`config.mk`:
```
export PLATFORM = sky130hd
export DESIGN_NAME = any1_vmem_seq
export DESIGN_NICKNAME = d
export VERILOG_FILES = /design/src/rtl/any1_vmem_seq.sv
export SDC_FILE = /design/constraint.sdc
export NUM_CORES = 1
export LEC_CHECK = 0
export ABC_AREA = 1
export CAP_MARGIN = 25
export CORE_AREA = 2 2 132 134
export CTS_BUF_LIST = sky130_fd_sc_hd__clkbuf_8
export DETAILED_ROUTE_END_ITERATION = 7
export DIE_AREA = 0 0 134 136
export PLACE_DENSITY = 0.93
export SETUP_SLACK_MARGIN = 0.1
export SLEW_MARGIN = 20
export SYNTH_ARGS = -nofsm -noshare
export SYNTH_HDL_FRONTEND = slang
export SYNTH_SLANG_ARGS = --single-unit
```
`constraint.sdc`:
```
create_clock -name clk -period 3.9 [get_ports clk]
set_clock_uncertainty 0.05 [all_clocks]
set_input_delay 0.585 -clock clk [delete_from_list [all_inputs] [get_ports clk]]
set_output_delay 0.585 -clock clk [all_outputs]
set_load 0.01 [all_outputs]
```
`src/rtl/any1_vmem_seq.sv`:
```
// any1_vmem_seq: element sequencer for strided and unit-stride vector loads/stores.
// Walks elements 0..vl-1 and skips masked-off ones. Each active element gets one
// request over a valid/ready handshake. The effective address is built up as
// ea = base + stride*step. Accepted-but-unacknowledged requests are capped at MAXOUT.
module any1_vmem_seq #(
  parameter int unsigned MAXVL  = 64,
  parameter int unsigned AW     = 32,
  parameter int unsigned MAXOUT = 4
) (
  input  logic             clk,
  input  logic             rst,
  input  logic             start_i,
  input  logic             is_store_i,
  input  logic [AW-1:0]    base_i,
  input  logic [AW-1:0]    stride_i,
  input  logic [6:0]       vl_i,
  input  logic [MAXVL-1:0] mask_i,
  output logic             busy_o,
  output logic             done_o,
  output logic             err_o,
  output logic [5:0]       step_o,
  output logic             req_valid_o,
  input  logic             req_ready_i,
  output logic [AW-1:0]    req_ea_o,
  output logic [5:0]       req_elem_o,
  output logic             req_store_o,
  input  logic             ack_i,
  input  logic             ack_err_i
);

  typedef enum logic [1:0] {
    IDLE  = 2'd0,
    ISSUE = 2'd1,
    DRAIN = 2'd2,
    DONE  = 2'd3
  } state_e;

  localparam logic [3:0] MAXOUT_C = 4'(MAXOUT);

  state_e           state_q, state_d;
  logic [5:0]       step_q, step_d;
  logic [AW-1:0]    ea_q, ea_d;
  logic [3:0]       out_cnt_q, out_cnt_d;
  logic             err_q, err_d;
  logic [AW-1:0]    stride_q;
  logic [6:0]       vl_q;
  logic [MAXVL-1:0] mask_q;
  logic             is_store_q;

  logic elem_on;
  logic accept;
  logic ack_v;
  logic last_elem;

  assign elem_on   = mask_q[step_q];
  assign last_elem = ({1'b0, step_q} == (vl_q - 7'd1));
  // A request is offered only in ISSUE. The element must be enabled, there must be
  // room in the outstanding window, and no fault may have been seen yet.
  assign req_valid_o = (state_q == ISSUE) && elem_on && (out_cnt_q < MAXOUT_C) && !err_q;
  assign accept      = req_valid_o && req_ready_i;
  // An ack that arrives with nothing outstanding is spurious and is dropped completely.
  assign ack_v       = ack_i && (out_cnt_q != 4'd0);

  assign busy_o      = (state_q != IDLE);
  assign done_o      = (state_q == DONE);
  assign err_o       = err_q;
  assign step_o      = step_q;
  assign req_ea_o    = ea_q;
  assign req_elem_o  = step_q;
  assign req_store_o = is_store_q;

  // Next-state logic: element walk, address accumulation, outstanding count, error.
  always_comb begin
    // NOTE: every output of this block gets a default first, so no path can infer a latch.
    state_d   = state_q;
    step_d    = step_q;
    ea_d      = ea_q;
    err_d     = err_q;
    out_cnt_d = out_cnt_q + {3'b000, accept} - {3'b000, ack_v};
    if (ack_v && ack_err_i) err_d = 1'b1;

    unique case (state_q)
      IDLE: begin
        if (start_i) begin
          step_d    = 6'd0;
          ea_d      = base_i;
          err_d     = 1'b0;
          out_cnt_d = 4'd0;
          state_d   = (vl_i == 7'd0) ? DRAIN : ISSUE;
        end
      end
      ISSUE: begin
        // Masked-off elements cost one cycle each. Enabled elements move on only when accepted.
        if (!elem_on || accept) begin
          step_d = step_q + 6'd1;
          ea_d   = ea_q + stride_q;
          if (last_elem) state_d = DRAIN;
        end
        // A fault stops issue right away. Any request still offered is withdrawn next cycle.
        if (err_q || (ack_v && ack_err_i)) state_d = DRAIN;
      end
      DRAIN: begin
        if (out_cnt_d == 4'd0) state_d = DONE;
      end
      DONE: begin
        state_d = IDLE;
      end
      default: state_d = IDLE;
    endcase
  end

  // Sequencer state registers. Reset is synchronous and aborts any operation in flight.
  always_ff @(posedge clk) begin
    // NOTE: sequential state uses non-blocking assignments only, so all registers update together.
    if (rst) begin
      state_q   <= IDLE;
      step_q    <= 6'd0;
      ea_q      <= '0;
      out_cnt_q <= 4'd0;
      err_q     <= 1'b0;
    end else begin
      state_q   <= state_d;
      step_q    <= step_d;
      ea_q      <= ea_d;
      out_cnt_q <= out_cnt_d;
      err_q     <= err_d;
    end
  end

  // The operation descriptor is captured when start is accepted.
  always_ff @(posedge clk) begin
    if (rst) begin
      stride_q   <= '0;
      vl_q       <= 7'd0;
      mask_q     <= '0;
      is_store_q <= 1'b0;
    end else if (state_q == IDLE && start_i) begin
      stride_q   <= stride_i;
      vl_q       <= vl_i;
      mask_q     <= mask_i;
      is_store_q <= is_store_i;
    end
  end

endmodule

```
==> out/metrics.json <==
{
  "fin_tns_setup": {"value": 0, "unit": "ns"},
  "drc": {"value": 0},
  "drt_pre_antenna_iters": {"value": 6},
  "synthesis.nets": {"value": 1538},
  "grt_overflow_total": {"value": 0},
  "ys_types": {"value": 41},
  "detail_route.vias_per_cell": {"value": 5.37},
  "cts-buffers-inserted": {"value": 17},
  "grt_max_degree": {"value": 113},
  "worst_r2r_path_depth": {"value": 23},
  "cp.buffers_inverters": {"value": 5},
  "die_height": {"value": 136, "unit": "um"},
  "critical_path.startpoint": {"value": "req_elem_o[0]"},
  "grt.total_usage": {"value": 28.3, "unit": "%"},
  "whs_endpoint": {"value": "mask_q[23]"},
  "worst_setup_path_start_kind": {"value": "flop"},
  "vias": {"value": 9389},
  "max-slew-margin-rel": {"value": 43.3, "unit": "%"},
  "syn_area": {"value": 8760, "unit": "um2"},
  "synth.yosys.warnings": {"value": 0},
  "worstHoldPathCells": {"value": 2},
  "worst_setup_path_end_kind": {"value": "flop"},
  "timing.final.hold_violations": {"value": 0},
  "cts_tree": {"value": "done"},
  "outcome": {"value": "finished clean"},
  "cts_hold_buffers": {"value": 0},
  "power.leakage": {"value": 4.98, "unit": "nW"},
  "cts.htree.levels": {"value": 4},
  "placement.io_buffers": {"value": 190},
  "report.power.total": {"value": 0.00673, "unit": "W"},
  "critical_path.slowest_cell": {"value": "sky130_fd_sc_hd__dfxtp_4"},
  "finalSetupViolations": {"value": 0},
  "regToRegStartpoint": {"value": "req_elem_o[0]"},
  "finalWorstPathRequiredPeriod": {"value": 3.62, "unit": "ns"},
  "synth.yosys.seq_area_share": {"value": 34.1, "unit": "%"},
  "fraction_of_final_layout_cells_sized_beyond_drive_strength_1": {"value": 5.45, "unit": "%"},
  "globalplace.congestion": {"value": 0.980},
  "setup.reg_to_reg.worst_slack": {"value": 0.28, "unit": "ns"},
  "floorplan.initialDensity": {"value": 51.9, "unit": "%"},
  "placed_area": {"value": 10700, "unit": "um2"},
  "path_max_fanout": {"value": 5},
  "detailedPlacementHpwl": {"value": 19.4, "unit": "mm"},
  "std_cell_rows": {"value": 48},
  "source_to_sink_clock_delay_at_the_later_pin_of_the_worst_skew_pair": {"value": 0.46, "unit": "ns"},
  "antenna_violations_before_repair": {"value": 2},
  "report.final.slew_viol_count": {"value": 0},
  "io_pins": {"value": 191},
  "cellPowerDensity": {"value": 596, "unit": "nW/um2"},
  "max_cap_violations": {"value": 0},
  "timing_worst_slew_pin_value": {"value": 0.851, "unit": "ns"},
  "most-common-layout-cells": {"value": "sky130_fd_sc_hd__nand2_1 (309), sky130_fd_sc_hd__nor2_1 (207), sky130_fd_sc_hd__clkdlybuf4s50_1 (190)"},
  "grt_first_pass_wirelength": {"value": 41.4, "unit": "mm"},
  "ys_ff_latch": {"value": 149},
  "cts.root.buffer_cell": {"value": "sky130_fd_sc_hd__clkbuf_8"},
  "drt-wirelength-per-cell": {"value": 15.0, "unit": "um"},
  "post_synth_inst_count": {"value": 1352},
  "finish.utilization": {"value": 67.0, "unit": "%"},
  "tritoncts_num_sinks": {"value": 149},
  "layout_worst_path_cycle_share": {"value": 92.7, "unit": "%"},
  "timing.hold.worst.start": {"value": "mask_q[23]"},
  "num-nets-final": {"value": 1696},
  "die-width": {"value": 134, "unit": "um"},
  "worstHoldPathType": {"value": "reg -> reg"},
  "peak_vdd_ir": {"value": 0.301, "unit": "mV"},
  "first_iter_violations": {"value": 726},
  "crit_chain": {"value": "buf_12 -> buf_4 -> nor2_1 -> nor2_1 -> nand2_1 -> nand3_1 -> nand3_1 -> nand2_2 -> nand3_4 -> a21oi_4 -> inv_1 -> nor2_2 -> nand2_1 -> ha_1 -> inv_1 -> ha_2 -> fa_2 -> xor2_1 -> o41ai_2 -> buf_4 -> nand4_1 -> nand2_1 -> nor2_1"},
  "worst_path_dominant_cell_family": {"value": "simple AND/OR/NAND/NOR gates"},
  "r2r-end": {"value": "state_q[1]"},
  "achievable-frequency": {"value": 277, "unit": "MHz"},
  "final_cell_count_no_fill": {"value": 1749},
  "clk_transition_reported_paths": {"value": 0.08, "unit": "ns"},
  "die-area": {"value": 18200, "unit": "um2"},
  "critical_path_class": {"value": "reg -> reg"},
  "number_of_nets_with_antenna_violations_after_detailed_routing": {"value": 0},
  "numPlacedInstances": {"value": 1709},
  "areaGrowthSynthToFinish": {"value": 29.1, "unit": "%"},
  "via_count_of_the_first_global_routing_pass": {"value": 8704},
  "most_common_library_cell_in_the_layout_ignoring_fill_and_taps": {"value": "sky130_fd_sc_hd__nand2_1"},
  "cts_buffer_depth": {"value": 2},
  "synthesis.area_per_instance": {"value": 6.48, "unit": "um2"},
  "floorplan.core_area": {"value": 16900, "unit": "um2"},
  "fin_area": {"value": 11300, "unit": "um2"},
  "worst-endpoint-arrival": {"value": 3.93, "unit": "ns"},
  "wirelength": {"value": 26.2, "unit": "mm"},
  "worst_path_largest_cell_delay": {"value": 0.44, "unit": "ns"},
  "cp.required": {"value": 4.21, "unit": "ns"},
  "rsz_0062_raised_after_global_routing": {"value": "false"}
}
-- worst max path at each step --
stage	endpoint	cells past startpoint
global placement	state_q[0]	22
global route	state_q[1]	23
floorplan	state_q[0]	23
detailed placement	state_q[1]	22
finish	state_q[1]	23
CTS	state_q[1]	22
-- area by class of cell --
cell class	count	area, um2
repair buffers	211	2150
well taps	225	282
clock buffers	18	248
inverters	130	490
clock inverters	14	160
fillers	1479	5580
diodes	1	2.50
flip-flops and latches	149	2990
multi-input cells	1001	4980
-- Yosys cell counts, drive strengths merged --
| master | count | area share (%) |
|---|---|---|
| nand2 | 313 | 14 |
| nor2 | 209 | 9.0 |
| dfxtp | 149 | 34 |
| o21ai | 143 | 8.2 |
| inv | 128 | 5.5 |
| nand3 | 117 | 6.7 |
| a21oi | 97 | 5.6 |
| ha | 42 | 6.0 |
| clkbuf | 38 | 1.6 |
| buf | 34 | 2.6 |
| or2 | 12 | 0.86 |
| nand4 | 10 | 0.71 |
| xor2 | 10 | 1.0 |
| xnor2 | 8 | 0.80 |
| nor3 | 7 | 0.40 |
| nor4 | 6 | 0.43 |
| a21o | 4 | 0.34 |
| a21boi | 3 | 0.26 |
| o211ai | 3 | 0.26 |
| o21bai | 3 | 0.26 |
| a31oi | 2 | 0.14 |
| clkinv | 2 | 0.086 |
| fa | 2 | 0.46 |
| nand3b | 2 | 0.17 |
| xnor3 | 2 | 0.51 |
| a211oi | 1 | 0.086 |
| a22oi | 1 | 0.086 |
| and3 | 1 | 0.071 |
| o2111ai | 1 | 0.10 |
| o21a | 1 | 0.086 |
| o41ai | 1 | 0.10 |
-- state kept, by name, indices dropped and copies added (netlist names) --
name,cells
mask_q,64
req_ea_o,32
stride_q,32
vl_q,7
req_elem_o,6
out_cnt_q,4
state_q,2
err_o,1
req_store_o,1
-- metal layers --
layer  part of all wire [%]  global-route usage, %
met5                  0.050                      0
met3                    7.1                   5.82
met2                     47                   47.2
met1                     44                   36.4
met4                    2.3                   9.93
-- per-stage QoR --
stage,hold WS (ns),setup slack (ns)
after CTS,0.409,0.153
final,0.407,0.284
after global routing,0.433,0.0515
after global placement,0.391,0.308
after floorplan,0.379,0.314
after detailed placement,0.397,0.162
-- what timing repair did --
item	CTS	global route
endpoints found under the setup margin	0	2
buffers inserted	0	4
resized for setup	0	15
-- report_power, final --
part | switching, W | leakage, nW | internal, W
Combinational | 0.00198 | 3.55 | 0.00129
Sequential | 0.000273 | 1.23 | 0.00193
Clock | 0.000615 | 0.203 | 0.000644
-- cell families (layout without fill, tap and decap cells) --
group / Yosys count / after routing / synth area share, %
simple gates: 677 / 677 / 31.9
compound gates: 260 / 260 / 15.5
buf+inv: 202 / 373 / 9.76
flops: 149 / 149 / 34.1
fa+ha+maj: 44 / 44 / 6.46
xor+xnor: 20 / 20 / 2.31
other cells: 0 / 1 / 0
-- worst reg2reg max path: cells and delay by family (launching register included) --
| family | cells | cell delay [ns] |
|---|---|---|
| and+or+nand+nor | 12 | 0.89 |
| adders and majority gates | 3 | 0.78 |
| AOI/OAI and AO/OA | 2 | 0.63 |
| buffers and inverters | 5 | 0.55 |
| DFF | 1 | 0.44 |
| xor gates and xnor gates | 1 | 0.18 |
No activity file was read; power rests on OpenSTA's default activity.
